<file path="config.mk">
export PLATFORM = sky130hd
export DESIGN_NAME = seq_accum
export DESIGN_NICKNAME = d
export VERILOG_FILES = /design/src/rtl/seq_pkg.sv /design/src/rtl/seq_accum_oreg.sv /design/src/rtl/seq_accum.sv
export SDC_FILE = /design/constraint.sdc
export NUM_CORES = 1
export LEC_CHECK = 0
export BUFFER_PORTS_ARGS = -buffer_cell sky130_fd_sc_hd__buf_4
export CORE_MARGIN = 4
export CORE_UTILIZATION = 30
export CTS_BUF_LIST = sky130_fd_sc_hd__clkbuf_8
export CTS_CLUSTER_DIAMETER = 80
export DETAILED_ROUTE_END_ITERATION = 10
export GPL_TIMING_DRIVEN = 0
export PLACE_DENSITY = 0.48
export SLEW_MARGIN = 20
export SYNTH_ARGS = -nofsm -noshare
export SYNTH_HDL_FRONTEND = slang
export SYNTH_SLANG_ARGS = --single-unit
</file>
<file path="constraint.sdc">
create_clock -name clk -period 4.7 [get_ports clk]
set_input_delay 1.175 -clock clk [delete_from_list [all_inputs] [get_ports clk]]
set_output_delay 1.175 -clock clk [all_outputs]
set_load 0.005 [all_outputs]
</file>
<file path="src/rtl/seq_pkg.sv">
// seq_pkg: shared definitions for the sequential multiply/accumulate slice.
//   state_t            - accumulator FSM states (ACCUM, FULL)
//   PRODUCT_LENGTH_DEF - default product width (seq_mult A+B widths)
//   GROUP_COUNT_DEF    - default number of products summed per result
//   acc_width()        - sum width that cannot overflow for a given group size
package seq_pkg;

    typedef enum logic {
        ACCUM = 1'b0,
        FULL  = 1'b1
    } state_t;

    localparam int unsigned PRODUCT_LENGTH_DEF = 7;
    localparam int unsigned GROUP_COUNT_DEF    = 4;

    function automatic int unsigned acc_width(input int unsigned product_length,
                                              input int unsigned group_count);
        return product_length + $clog2(group_count);
    endfunction

endpackage

</file>
<file path="src/rtl/seq_accum_oreg.sv">
// seq_accum_oreg: output holding register with valid/ready handshake.
//   clk, rst        - clock, asynchronous active-low reset
//   load, load_data - load strobe and value; load always (re)asserts sum_valid
//   sum, sum_valid  - registered result and its qualifier
//   sum_ready       - downstream accepts sum when sum_valid && sum_ready
module seq_accum_oreg #(
    parameter int unsigned Width = 9
) (
    input  logic             clk,
    input  logic             rst,
    input  logic             load,
    input  logic [Width-1:0] load_data,
    output logic [Width-1:0] sum,
    output logic             sum_valid,
    input  logic             sum_ready
);

    always_ff @(posedge clk or negedge rst) begin
        if (!rst) begin
            sum       <= '0;
            sum_valid <= 1'b0;
        end else if (load) begin
            // A reload in the same cycle as a consume keeps sum_valid high.
            sum       <= load_data;
            sum_valid <= 1'b1;
        end else if (sum_valid && sum_ready) begin
            sum_valid <= 1'b0;
        end
    end

endmodule

</file>
<file path="src/rtl/seq_accum.sv">
// seq_accum: sums groups of Group_count products from seq_mult and presents
// each group total through a valid/ready output register. A completed group
// that cannot be handed off is parked in the accumulator (state FULL); any
// product arriving while parked is discarded and flagged in drop_err.
//   clk        - clock, all updates on posedge
//   rst        - asynchronous active-low reset
//   z, z_valid - incoming product and single-cycle qualifier (no backpressure)
//   acc_clr    - synchronous abort of the current partial/parked group
//   sum, sum_valid, sum_ready - result handshake
//   drop_err   - sticky: at least one product was discarded
//   drop_count - (only with SEQ_ACCUM_DROPCNT_EN) saturating discard counter
// Build option: define SEQ_ACCUM_DROPCNT_EN to add drop_count.
module seq_accum
    import seq_pkg::*;
#(
    parameter int unsigned Product_length = PRODUCT_LENGTH_DEF,
    parameter int unsigned Group_count    = GROUP_COUNT_DEF
) (
    input  logic                                           clk,
    input  logic                                           rst,
    input  logic [Product_length-1:0]                      z,
    input  logic                                           z_valid,
    input  logic                                           acc_clr,
    output logic [Product_length+$clog2(Group_count)-1:0]  sum,
    output logic                                           sum_valid,
    input  logic                                           sum_ready,
`ifdef SEQ_ACCUM_DROPCNT_EN
    output logic [7:0]                                     drop_count,
`endif
    output logic                                           drop_err
);

    localparam int unsigned Acc_length = acc_width(Product_length, Group_count);
    localparam int unsigned Cnt_length = $clog2(Group_count);
    localparam int unsigned Ext_length = Acc_length - Product_length;
    localparam logic [Cnt_length-1:0] CNT_LAST = Cnt_length'(Group_count - 1);

    state_t                  state;
    state_t                  state_next;
    logic [Acc_length-1:0]   acc;
    logic [Cnt_length-1:0]   cnt;
    logic [Acc_length-1:0]   z_ext;
    logic [Acc_length-1:0]   acc_plus_z;
    logic                    cnt_last;
    logic                    out_free;

    logic                    acc_zero;
    logic                    acc_add;
    logic                    cnt_inc;
    logic                    load;
    logic [Acc_length-1:0]   load_data;
    logic                    drop;

    assign z_ext      = {{Ext_length{1'b0}}, z};
    assign acc_plus_z = acc + z_ext;
    assign cnt_last   = (cnt == CNT_LAST);
    assign out_free   = !sum_valid || sum_ready;

    // State register
    always_ff @(posedge clk or negedge rst) begin
        if (!rst) begin
            state <= ACCUM;
        end else begin
            state <= state_next;
        end
    end

    // Next-state logic
    always_comb begin
        state_next = state;
        unique case (state)
            ACCUM: begin
                if (!acc_clr && z_valid && cnt_last && !out_free) begin
                    state_next = FULL;
                end
            end
            FULL: begin
                if (acc_clr || sum_ready) begin
                    state_next = ACCUM;
                end
            end
            default: state_next = ACCUM;
        endcase
    end

    // Datapath control
    always_comb begin
        acc_zero  = 1'b0;
        acc_add   = 1'b0;
        cnt_inc   = 1'b0;
        load      = 1'b0;
        load_data = acc_plus_z;
        drop      = 1'b0;
        unique case (state)
            ACCUM: begin
                if (acc_clr) begin
                    acc_zero = 1'b1;
                end else if (z_valid) begin
                    if (!cnt_last) begin
                        acc_add = 1'b1;
                        cnt_inc = 1'b1;
                    end else if (out_free) begin
                        load      = 1'b1;
                        load_data = acc_plus_z;
                        acc_zero  = 1'b1;
                    end else begin
                        // Park the finished group; cnt stays at CNT_LAST.
                        acc_add = 1'b1;
                    end
                end
            end
            FULL: begin
                // acc_clr outranks the hand-off and silently eats any z.
                if (acc_clr) begin
                    acc_zero = 1'b1;
                end else begin
                    if (sum_ready) begin
                        load      = 1'b1;
                        load_data = acc;
                        acc_zero  = 1'b1;
                    end
                    drop = z_valid;
                end
            end
            default: ;
        endcase
    end

    // Accumulator and product counter
    always_ff @(posedge clk or negedge rst) begin
        if (!rst) begin
            acc <= '0;
            cnt <= '0;
        end else if (acc_zero) begin
            acc <= '0;
            cnt <= '0;
        end else begin
            if (acc_add) begin
                acc <= acc_plus_z;
            end
            if (cnt_inc) begin
                cnt <= cnt + 1'b1;
            end
        end
    end

    always_ff @(posedge clk or negedge rst) begin
        if (!rst) begin
            drop_err <= 1'b0;
        end else if (drop) begin
            drop_err <= 1'b1;
        end
    end

`ifdef SEQ_ACCUM_DROPCNT_EN
    always_ff @(posedge clk or negedge rst) begin
        if (!rst) begin
            drop_count <= '0;
        end else if (drop && (drop_count != '1)) begin
            drop_count <= drop_count + 8'd1;
        end
    end
`endif

    seq_accum_oreg #(
        .Width (Acc_length)
    ) u_oreg (
        .clk       (clk),
        .rst       (rst),
        .load      (load),
        .load_data (load_data),
        .sum       (sum),
        .sum_valid (sum_valid),
        .sum_ready (sum_ready)
    );

endmodule

</file>
; ---- Word level (Yosys, flattened, before mapping)
; Cells that the tools add are included.
[op_classes]
bitwise_logic = 1
n_addsub = 2
n_reduce_logical = 12
n_eq_ne = 1
mux = 33
[ops]
columns = cell, n
row1 = 2-to-1 mux 9 bit, 4
row2 = 2-to-1 mux 1 bit, 23
row3 = case mux 9 bit (2 select lines), 1
row4 = adder 9 x 7 -> 9 bit, 1
row5 = case mux 1 bit (2 select lines), 3
row6 = nonzero test 2 bit, 3
row7 = logical AND 1 bit, 4
row8 = 2-to-1 mux 2 bit, 2
row9 = logical NOT 1 bit, 3
row10 = "adder 2 x 1 -> 2 bit, second input constant", 1
row11 = "equality test 2 bit, second input constant", 1
row12 = logical OR 1 bit, 2
row13 = NOT 1 bit, 1
[word_totals]
register_bits = 23
wordCells = 55
output_inout_bits = 11
inputBits = 12

; ---- Logic depth before layout (Yosys ltp)
[logic_depth]
ltp_word = 9
mapped_depth = 8
depth_no_buf = 8

; ---- By module
; Synthesis repeated with hierarchy kept, for this count alone.
[unflattened]
cells_unflattened = 134
area_unflattened_um2 = 1412.6
[modules_own_cells]
columns = mod, area_per_inst_um2, seq_area_each_um2, n_inst, cells_per_inst
row1 = seq_accum, 1003.5, 325.3, 1, 112
row2 = seq_accum_oreg, 409.1, 250.2, 1, 22

; ---- Least setup slack after synthesis
; OpenSTA, ideal clock, no wires.
[synth_path]
path_kind = input port to flip-flop
start = in z[0]
end = reg u_oreg.sum[8]
path_stages = 8
required_ps = 4605
setup_ps = 95
slack_ps = 1969
n_path_buf = 0
arrival_ps = 2636
cell_sequence = ha_1 > inv_1 > fa_1 > nor2b_1 > o31a_1 > o311a_1 > and3_1 > o31ai_1
[synth_between]
elab_chain_cells = 4
[synth_lines]
columns = item, line_no
row1 = from (decl), seq_accum.sv:21  ; input logic [Product_length-1:0] z,
row2 = adder 9 x 7 -> 9 bit *, seq_accum.sv:55  ; assign acc_plus_z = acc + z_ext;
row3 = 2-to-1 mux 9 bit, seq_accum.sv:117  ; if (sum_ready) begin
row4 = 2-to-1 mux 9 bit, seq_accum.sv:114  ; if (acc_clr) begin
row5 = case mux 9 bit (2 select lines) *, seq_accum.sv:94  ; unique case (state)
row6 = to (signal assigned), seq_accum_oreg.sv:24  ; sum <= load_data;
row7 = to (decl), seq_accum_oreg.sv:13  ; output logic [Width-1:0] sum,
; Every way passes the cells marked *; elsewhere a longest branch is shown, timed or not.
; A chain may end at the register's enable or synchronous reset.

; ---- Final worst setup path
; Ends and elaborated chain as after synthesis.

==> impl_metrics.json <==
{
  "cp-end-kind": "register",
  "critPathKind": "in -> reg",
  "irDropWorstVdd_mv": 0.1055,
  "globalplace.congestion": 0.8725,
  "period_share_pct": 57.81,
  "antenna_found_initial": 0,
  "grt_usage_pct": 12.39,
  "fill_cells": 424,
  "grt_max_degree": 24,
  "clkTransAtPathRegs_ns": 0.09,
  "report.final.setup_viol": 0,
  "hold_buffers": 0,
  "hpwl_um": 2334,
  "syn-cell-area_sq_mm": 0.001300,
  "ios": 23,
  "final_common_cell": "dfrtp_1",
  "synth.distinct_cells": 39,
  "dr.pass1.iters": 4,
  "cp.arrival_ns": 2.89,
  "synth_seq_cells": 23,
  "ant_nets": 0,
  "synthAdderAreaFrac_pct": 9.240,
  "tritoncts": "built",
  "min_period_ns": 2.717,
  "die_height_um": 73.83,
  "layout_common_cells": "dfrtp_1 (23), buf_4 (22), nand2_1 (21)",
  "drv_cap": 0,
  "syn-num-nets": 161,
  "dp.cells": 212,
  "wl_per_cell_um": 14.20,
  "drv_slew": 0,
  "rsz0062_at_grt": "false",
  "cts_buffers": 3,
  "critPathLaunchType": "input pin",
  "yosysSeqAreaShare_pct": 44.27,
  "outcome": "finished clean",
  "die_area_sq_mm": 0.005450,
  "synthToLayoutAreaGrowth_pct": 20.98,
  "grt_overflow": 0,
  "core_sq_mm": 0.004086,
  "tns_ns": 0,
  "rows": 23,
  "cp_max_fo": 4,
  "root_buffer": "clkbuf_8",
  "synth_top_family_by_area": "compound AO/OA/AOI/OAI gates",
  "viasPerCell": 5.259,
  "io_buffers": 22,
  "start_util_pct": 31.81,
  "cts_repair_resize_count": 0,
  "h-tree-depth": 1,
  "hp-class": "reg -> reg",
  "fmax_mhz": 368.1,
  "drtIter0Drc": 66,
  "grt_pass1_vias": 1124,
  "synth_compound_area_share_pct": 24.45,
  "drive_gt1_share_pct": 17.47,
  "relSlewSlack_pct": 51.66,
  "drt_drc_violations_left": 0,
  "final_cells": 216,
  "final_nets": 188,
  "power_density_mw_per_mm2": 323.2,
  "worst_pin_slew_ns": 0.7225,
  "clock_path_buffers": 2,
  "wirelength_um": 3067,
  "finalHoldViolCount": 0,
  "cts_sinks": 23,
  "post_cts_buffers": 0,
  "clk-insertion-delay-late_ns": 0.27,
  "synth-xor-area-share_pct": 4.042,
  "syn_area_per_cell_sq_um": 9.286,
  "synth_cells": 140,
  "synthSimpleGateAreaFrac_pct": 14.82,
  "die_w_um": 73.83,
  "yosysWarnings": 0,
  "worst_hold_slack_ns": 0.4871,
  "p_leak_nw": 0.7667,
  "vias": 1136,
  "finClkSkew_ns": 0.005234,
  "crit_required_ns": 4.88,
  "synth_mux_area_share_pct": 0.7700,
  "grt_pass1_wl_um": 5188,
  "diodes": 0
}
==> power by group <==
| part | switching [W] | leakage [nW] | internal [W] |
|---|---|---|---|
| registers | 0.0000171 | 0.313 | 0.000219 |
| logic | 0.0000783 | 0.427 | 0.0000686 |
| clock network | 0.0000666 | 0.0269 | 0.0000584 |
| total | 0.000162 | 0.767 | 0.000346 |
==> cells in the mapped netlist <==
cell type   n  area (sq um)
clkbuf_1    1         3.750
a21oi_1    10         50.05
nor3_1      2         10.01
xor2_1      3         26.28
o31a_1      1         8.760
or2_2       1         6.260
o22ai_1     6         37.54
inv_1       6         22.52
nor2b_1     1         6.260
o311a_1     1         10.01
a21oi_2     1         8.760
ha_1        8         100.1
o21ai_1     2         10.01
o21a_1      1         7.510
nand3_1     1         5.000
o211ai_1    2         15.01
nor2_1      7         26.28
buf_2       1         5.000
a21o_1      4         30.03
nand2_1    21         78.83
a22o_1      1         8.760
or3b_1      1         8.760
o21ai_0    14         70.07
a211oi_1    1         7.510
xnor2_1     3         26.28
nor4_1      1         6.260
o21ba_1     1         10.01
or3_1       2         12.51
and3_1      1         6.260
o22a_1      1         8.760
nand2b_1    2         12.51
nand4_1     1         6.260
o31ai_1     1         7.510
dfrtp_1    23         575.6
a31o_2      1         8.760
nor3b_1     1         7.510
mux2i_1     1         10.01
fa_1        1         20.02
a31oi_1     3         18.77
==> metal layers <==
layer  vias up  global-route usage [%]  share of wire, %
met3         4                   2.189               4.5
met1       546                   16.29                47
met5         -                       0                 0
met2        27                   20.37                47
li1        559                       -                 -
met4         0                   4.225              0.91
==> cell type report <==
class	instances	area (sq um)	area share (%)
Buffer	2	8.758	0.5569
Clock buffer	3	41.29	2.625
Clock inverter	1	3.754	0.2387
Inverter	6	22.52	1.432
Multi-Input combinational cell	109	693.2	44.07
Sequential cell	23	575.6	36.60
Tap cell	50	62.56	3.978
Timing Repair Buffer	22	165.2	10.50
==> final timing paths <==
path                               startpoint             to  slack, ns  depth (start not counted)
worst max register to register         acc[0]  u_oreg.sum[8]       2.60                          8
max in group asynchronous                 rst         acc[1]       3.67                          1
worst max-delay path                     z[0]  u_oreg.sum[8]       1.98                          9
worst min register to register  u_oreg.sum[0]  u_oreg.sum[0]       0.49                          2
min in group asynchronous                 rst  u_oreg.sum[5]       0.79                          1
worst min-delay path            u_oreg.sum[0]  u_oreg.sum[0]       0.49                          2
==> logic make-up (layout without fill, tap and decap cells) <==
logic type / count (synthesis) / count (layout)
compound gates: 51 / 51
simple gates: 42 / 42
flops: 23 / 23
fa+ha+maj: 9 / 9
buf+inv: 8 / 34
xor+xnor: 6 / 6
mux: 1 / 1
==> critical path, cell delays in order <==
cell and delay, ns:
buf_4 0.11, ha_1 0.22, inv_1 0.08, fa_1 0.20, nor2b_1 0.06, o31a_1 0.28
o311a_1 0.39, and3_1 0.19, o31ai_1 0.19
==> state kept, by name, summed over array words and instances, names as in the netlist <==
| name | count |
|---|---|
| cnt | 2 |
| drop_err | 1 |
| u_oreg.sum | 9 |
| u_oreg.sum_valid | 1 |
| acc | 9 |
| state | 1 |
==> through the flow <==
step | utilization, % | power (W) | setup WS [ns] | cell area (sq um)
finish | 38.49 | 0.0005084 | 1.983 | 1573
global route | 38.49 | 0.0005458 | 1.899 | 1573
global placement | 37.39 | 0.0003818 | 1.731 | 1528
CTS | 38.49 | 0.0005135 | 1.975 | 1573
floorplan | - | 0.0003396 | 1.969 | 1300
detailed placement | 37.39 | 0.0003870 | 1.691 | 1528
Power figures use the tool's default switching activity.
